### src/rtl/neuron_out_backprop.sv
// rtl/neuron_out_backprop.sv - output-neuron delta and sequential weight update, one shared multiplier
// Optional round-half-up on every Q4.12 rescale: define NEURON_BP_ROUND_EN.
module neuron_out_backprop #(
   parameter int N_IN = 14,
   parameter int W    = 17,
   parameter int FRAC = 12
) (
   input  logic              clk,
   input  logic              rst_n,
   input  logic              start,
   input  logic [W-1:0]      y,
   input  logic [W-1:0]      t,
   input  logic [W-1:0]      eta,
   input  logic [W*N_IN-1:0] x,
   input  logic [W*N_IN-1:0] w_in,
   output logic [W*N_IN-1:0] w_out,
   output logic [W-1:0]      delta,
   output logic              delta_valid,
   output logic              busy,
   output logic              done
);

   localparam int EW = W + 1;
   localparam int DW = W + 6;
   localparam int MW = W + 8;
   localparam int PW = 2 * MW;
   localparam int IW = (N_IN > 1) ? $clog2(N_IN) : 1;

   localparam logic signed [EW-1:0] ONE     = EW'(1 << FRAC);
   localparam logic signed [PW-1:0] SAT_MAX = PW'((2 ** (W - 1)) - 1);
   localparam logic signed [PW-1:0] SAT_MIN = -SAT_MAX - PW'(1);
   localparam logic signed [PW-1:0] HALF    = PW'(1 << (FRAC - 1));
   localparam logic [IW-1:0]        LAST    = IW'(N_IN - 1);

   typedef enum logic [2:0] {
      S_IDLE,
      S_ERR,
      S_DERIV,
      S_DELTA,
      S_SCALE,
      S_UPDATE,
      S_DONE
   } state_t;

   state_t                 state_q;
   logic signed [W-1:0]    y_q, t_q, eta_q;
   logic signed [W-1:0]    x_q     [N_IN];
   logic signed [W-1:0]    w_q     [N_IN];
   logic signed [W-1:0]    w_out_q [N_IN];
   logic signed [EW-1:0]   e_q;
   logic signed [DW-1:0]   d_q;
   logic signed [W-1:0]    delta_q;
   logic signed [W-1:0]    g_q;
   logic [IW-1:0]          idx_q;
   logic                   delta_valid_q, busy_q, done_q;

   logic signed [EW-1:0]   one_minus_y;
   logic signed [MW-1:0]   mul_a, mul_b;
   logic signed [PW-1:0]   prod, prod_sh, w_sum_d;
   logic signed [W-1:0]    w_upd_d, prod_sat_d;

   function automatic logic signed [PW-1:0] frac_shift(input logic signed [PW-1:0] p);
`ifdef NEURON_BP_ROUND_EN
      frac_shift = (p + HALF) >>> FRAC;
`else
      frac_shift = p >>> FRAC;
`endif
   endfunction

   function automatic logic signed [W-1:0] sat_w(input logic signed [PW-1:0] v);
      if (v > SAT_MAX)      sat_w = SAT_MAX[W-1:0];
      else if (v < SAT_MIN) sat_w = SAT_MIN[W-1:0];
      else                  sat_w = v[W-1:0];
   endfunction

   assign one_minus_y = ONE - EW'(y_q);

   // Operand steering for the single multiplier; each state owns it for one cycle.
   always_comb begin
      mul_a = '0;
      mul_b = '0;
      case (state_q)
         S_DERIV: begin
            mul_a = MW'(y_q);
            mul_b = MW'(one_minus_y);
         end
         S_DELTA: begin
            mul_a = MW'(e_q);
            mul_b = MW'(d_q);
         end
         S_SCALE: begin
            mul_a = MW'(eta_q);
            mul_b = MW'(delta_q);
         end
         S_UPDATE: begin
            mul_a = MW'(g_q);
            mul_b = MW'(x_q[idx_q]);
         end
         default: ;
      endcase
   end

   assign prod       = mul_a * mul_b;
   assign prod_sh    = frac_shift(prod);
   assign prod_sat_d = sat_w(prod_sh);
   assign w_sum_d    = PW'(w_q[idx_q]) + prod_sh;
   assign w_upd_d    = sat_w(w_sum_d);

   always_ff @(posedge clk or negedge rst_n) begin
      if (!rst_n) begin
         state_q       <= S_IDLE;
         y_q           <= '0;
         t_q           <= '0;
         eta_q         <= '0;
         e_q           <= '0;
         d_q           <= '0;
         delta_q       <= '0;
         g_q           <= '0;
         idx_q         <= '0;
         delta_valid_q <= 1'b0;
         busy_q        <= 1'b0;
         done_q        <= 1'b0;
         for (int j = 0; j < N_IN; j++) begin
            x_q[j]     <= '0;
            w_q[j]     <= '0;
            w_out_q[j] <= '0;
         end
      end else begin
         delta_valid_q <= 1'b0;
         done_q        <= 1'b0;
         case (state_q)
            S_IDLE: begin
               if (start) begin
                  y_q    <= y;
                  t_q    <= t;
                  eta_q  <= eta;
                  for (int j = 0; j < N_IN; j++) begin
                     x_q[j] <= x[W*j +: W];
                     w_q[j] <= w_in[W*j +: W];
                  end
                  busy_q  <= 1'b1;
                  state_q <= S_ERR;
               end
            end
            S_ERR: begin
               e_q     <= EW'(t_q) - EW'(y_q);
               state_q <= S_DERIV;
            end
            S_DERIV: begin
               d_q     <= prod_sh[DW-1:0];
               state_q <= S_DELTA;
            end
            S_DELTA: begin
               delta_q       <= prod_sat_d;
               delta_valid_q <= 1'b1;
               state_q       <= S_SCALE;
            end
            S_SCALE: begin
               g_q     <= prod_sat_d;
               idx_q   <= '0;
               state_q <= S_UPDATE;
            end
            S_UPDATE: begin
               w_q[idx_q] <= w_upd_d;
               idx_q      <= idx_q + IW'(1);
               if (idx_q == LAST) begin
                  // Publish with the final weight merged in, since w_q lands on the same edge.
                  for (int j = 0; j < N_IN; j++) begin
                     w_out_q[j] <= (IW'(j) == idx_q) ? w_upd_d : w_q[j];
                  end
                  done_q  <= 1'b1;
                  state_q <= S_DONE;
               end
            end
            S_DONE: begin
               busy_q  <= 1'b0;
               state_q <= S_IDLE;
            end
            default: state_q <= S_IDLE;
         endcase
      end
   end

   always_comb begin
      w_out = '0;
      for (int j = 0; j < N_IN; j++) begin
         w_out[W*j +: W] = w_out_q[j];
      end
   end

   assign delta       = delta_q;
   assign delta_valid = delta_valid_q;
   assign busy        = busy_q;
   assign done        = done_q;

endmodule

### config.mk
export PLATFORM = sky130hd
export DESIGN_NAME = neuron_out_backprop
export DESIGN_NICKNAME = d
export VERILOG_FILES = /design/src/rtl/neuron_out_backprop.sv
export SDC_FILE = /design/constraint.sdc
export NUM_CORES = 2
export LEC_CHECK = 0
export CAP_MARGIN = 20
export CORE_UTILIZATION = 30
export DETAILED_ROUTE_END_ITERATION = 8
export PLACE_DENSITY = 0.47
export SLEW_MARGIN = 20
export SYNTH_ARGS = -nofsm -noshare
export SYNTH_HDL_FRONTEND = slang
export SYNTH_SLANG_ARGS = --single-unit
### constraint.sdc
create_clock -name clk -period 37.5 [get_ports clk]
set_input_delay 5.625 -clock clk [delete_from_list [all_inputs] [get_ports clk]]
set_output_delay 5.625 -clock clk [all_outputs]
set_load 0.005 [all_outputs]
==> results by group <==
GRT
  • GRT Total Usage: 0.272
  • Gr ovfl total: 0
  • GR Util met1: 0.349
  • Pin count of the biggest net entering global routing: ~230
  • GR Layer Usage met2: 0.444
  • Met3 Use GR: 0.0469
  • Initial antenna violation count: 84
  • First-pass GRT wire length: 401 mm
  • Vias in the first global route: 54,196
  • Global routing's busiest layer: met2

Cells and area
  • Share of layout cells above drive strength 1: 0.0739
  • Synthesis-to-layout area growth: 24.0%
  • Final Net Count: 8,443
  • Layout Utilization: 0.376

Routing
  • Routed vias: 52,822
  • Final WL: 278 mm
  • Post-DRT Antenna Nets: 0
  • Wire per inst: between 20 and 30 um
  • First-pass iteration count of the detailed router: 7
  • Vias per Instance: 5.29
  • # DRC: 0
  • DR iter-0 viols: 5,276

CTS
  • TritonCTS clock tree: built
  • Setup Buffers After CTS: 0
  • CTS max path bufs: 3
  • Hold buffers post-CTS: 0
  • CTS Buf Count: 97
  • # resized after CTS: 0
  • Reg clk slew, reported paths: 0.07 ns
  • CTS Sinks: 850
  • Worst-Skew Late Latency: 0.74 ns
  • Clk root buf: clkbuf_16
  • Max H-tree Level: 3

Floorplan
  • Die X: 450 um
  • Num ports: 788
  • Core ar.: 198,000 sq um
  • Initial core utilization: 0.303
  • Number of core rows: 163
  • Die H: approximately 450 um
  • Die Area: between 200,000 and 250,000 sq um

Synth
  • Post-synth design cell area: 60,100 sq um
  • Seq/Total Area, Yosys: 0.354
  • Count of cell types in the netlist: 84
  • Synth warnings: 0
  • Post-synth top area cell: dfrtp_1
  • Mean post-synth cell area: 9.13 sq um
  • Post-Syn Nets: between 7,000 and 8,000
  • Primary FF master, synth: dfrtp_1
  • Top-count cell post-synth: nand2_1
  • Gate Count Post-Synth: 6,583
  • Top cell type's share of synthesized area: 0.354
  • Async set or reset register ratio after synthesis: 1.00
  • Post-synth top cells: nand2_1 (1,745), dfrtp_1 (850), inv_1 (591)
  • Area contributors post-synth: dfrtp_1 (35%), fa_1 (17%), nand2_1 (11%)
  • Post-synth EDFFs: 0
  • Synthesis-stage register bit count: 850

Timing
  • Tcrit/Tclk final: 0.413
  • Fin Setup TNS: 0 ns
  • Fmax: 64.5 MHz
  • RSZ-0062 raised after global routing: no
  • Count of pins over their slew limit: 0
  • Setup Skew: 0.0330 ns
  • Tmin final: around 15 ns
  • Worst relative slew slack: 0.149
  • Setup violators final: 0
  • Final hold vios: 0
  • Slew at the pin closest to its max-slew limit: 1.28 ns

Placement
  • DP Wirelength: roughly 210 mm
  • Final Wtd Congestion: 0.921
  • Buffers added on ports: 787

Worst setup path
  • Worst reg2reg startpoint: idx_q[0]
  • Worst-path maximum fanout: 40
  • Slowest CP cell: a22oi_4
  • Crit. End Element: flop
  • Critical Path Max Stage Delay: 1.06 ns
  • Critical Path Source Type: flop
  • Worst path most repeated cell: fa_1
  • CP Data Required Time: 38.05 ns
  • Critical path origin: idx_q[0]
  • WS Path Type: reg -> reg
  • Arrival @ worst endpoint: 16.04 ns

Run status
  • Outcome: finished, final reports clean

Min path
  • Hold Crit Class: reg -> reg
  • Start point of the worst min-delay path: w_out[159]

Job
  • Max Cap Violations: 0
[through the flow]
| stage | hold slack (ns) | cells | setup slack (ns) | cell area (sq um) |
|---|---|---|---|---|
| finish | 0.468 | 9979 | 22.01 | 74500 |
| global route | 0.483 | 9970 | 21.18 | 74500 |
| floorplan | 0.440 | 6583 | 24.29 | 60100 |
| CTS | 0.469 | 9922 | 21.90 | 74400 |
| detailed placement | 0.455 | 9743 | 21.99 | 70900 |
| global placement | 0.452 | 9736 | 21.66 | 70800 |
[per-layer routing]
metal | share of wire | vias up
met5 | 0.00041 | -
met1 | 0.41 | 27036
met3 | 0.066 | 484
met4 | 0.051 | 16
met2 | 0.48 | 2153
li1 | - | 23133
[cell type report]
class | instances | area [sq um]
timing repair buffer | 919 | 8990
sequential | 850 | 21300
clock inverter | 42 | 604
clock buffer | 137 | 2860
antenna | 57 | 143
tap | 2640 | 3300
fill | 20243 | 124000
multi-input combinational | 4741 | 35100
inverter | 593 | 2230
[registers in the layout (all words and copies together), names as in the netlist]
name,count
g_q,17
y_q,17
e_q,18
x_q,238
t_q,17
idx_q,4
eta_q,17
done,1
state_q,3
delta,17
w_q,238
busy,1
w_out,238
delta_valid,1
d_q,23
[critical path: cells and delay by family, from the launching register on]
family / cells / cell delay (ns)
DFF: 1 / 0.95
xor gates and xnor gates: 2 / 0.58
adders and majority gates: 9 / 4.56
buffers and inverters: 7 / 1.33
AOI/OAI and AO/OA: 14 / 4.47
muxes: 2 / 0.89
and+or+nand+nor: 7 / 2.47
[cells in the final DEF (no fill, tap or decap), types with 21 or more instances in the layout]
cell	Yosys	final
nor2b_1	30	29
buf_4	1	121
a21oi_2	71	74
a211oi_1	40	40
nand2_1	1745	1745
mux2i_1	95	95
diode_2	0	57
a31oi_1	22	21
fa_1	518	518
o22ai_1	247	246
nand2b_1	31	30
clkdlybuf4s50_1	0	786
a21oi_1	345	342
nor2_1	316	309
clkbuf_16	0	98
mux4_2	100	100
o211ai_1	21	21
a22oi_1	28	28
nand3_1	236	235
a21o_1	48	48
and3_1	28	28
dfrtp_1	850	845
inv_1	591	590
nand4_1	33	33
and2_1	39	39
ha_1	193	193
xnor2_1	54	53
o31ai_1	35	34
nor3_1	29	29
o21ai_0	196	195
clkbuf_8	0	26
[logic make-up after synthesis]
logic type	synth area share
and+or+nand+nor	0.176
AOI/OAI and AO/OA	0.129
muxes	0.0539
DFF	0.354
buffers and inverters	0.0638
xor gates and xnor gates	0.0108
adders and majority gates	0.213
[path summary, 6_finish.rpt]
kind,slack [ns],depth (start not counted),endpoint
worst min register to register,0.47,2,w_out[159]
worst min-delay path,0.47,2,w_out[159]
min in group asynchronous,4.90,1,w_out[96]
worst max-delay path,22.01,41,w_out[212]
worst max register to register,22.01,41,w_out[212]
max in group asynchronous,28.69,5,d_q[0]
Power is not shown: default switching activity piles up to over one toggle a cycle in this logic, so the estimate is an artifact.
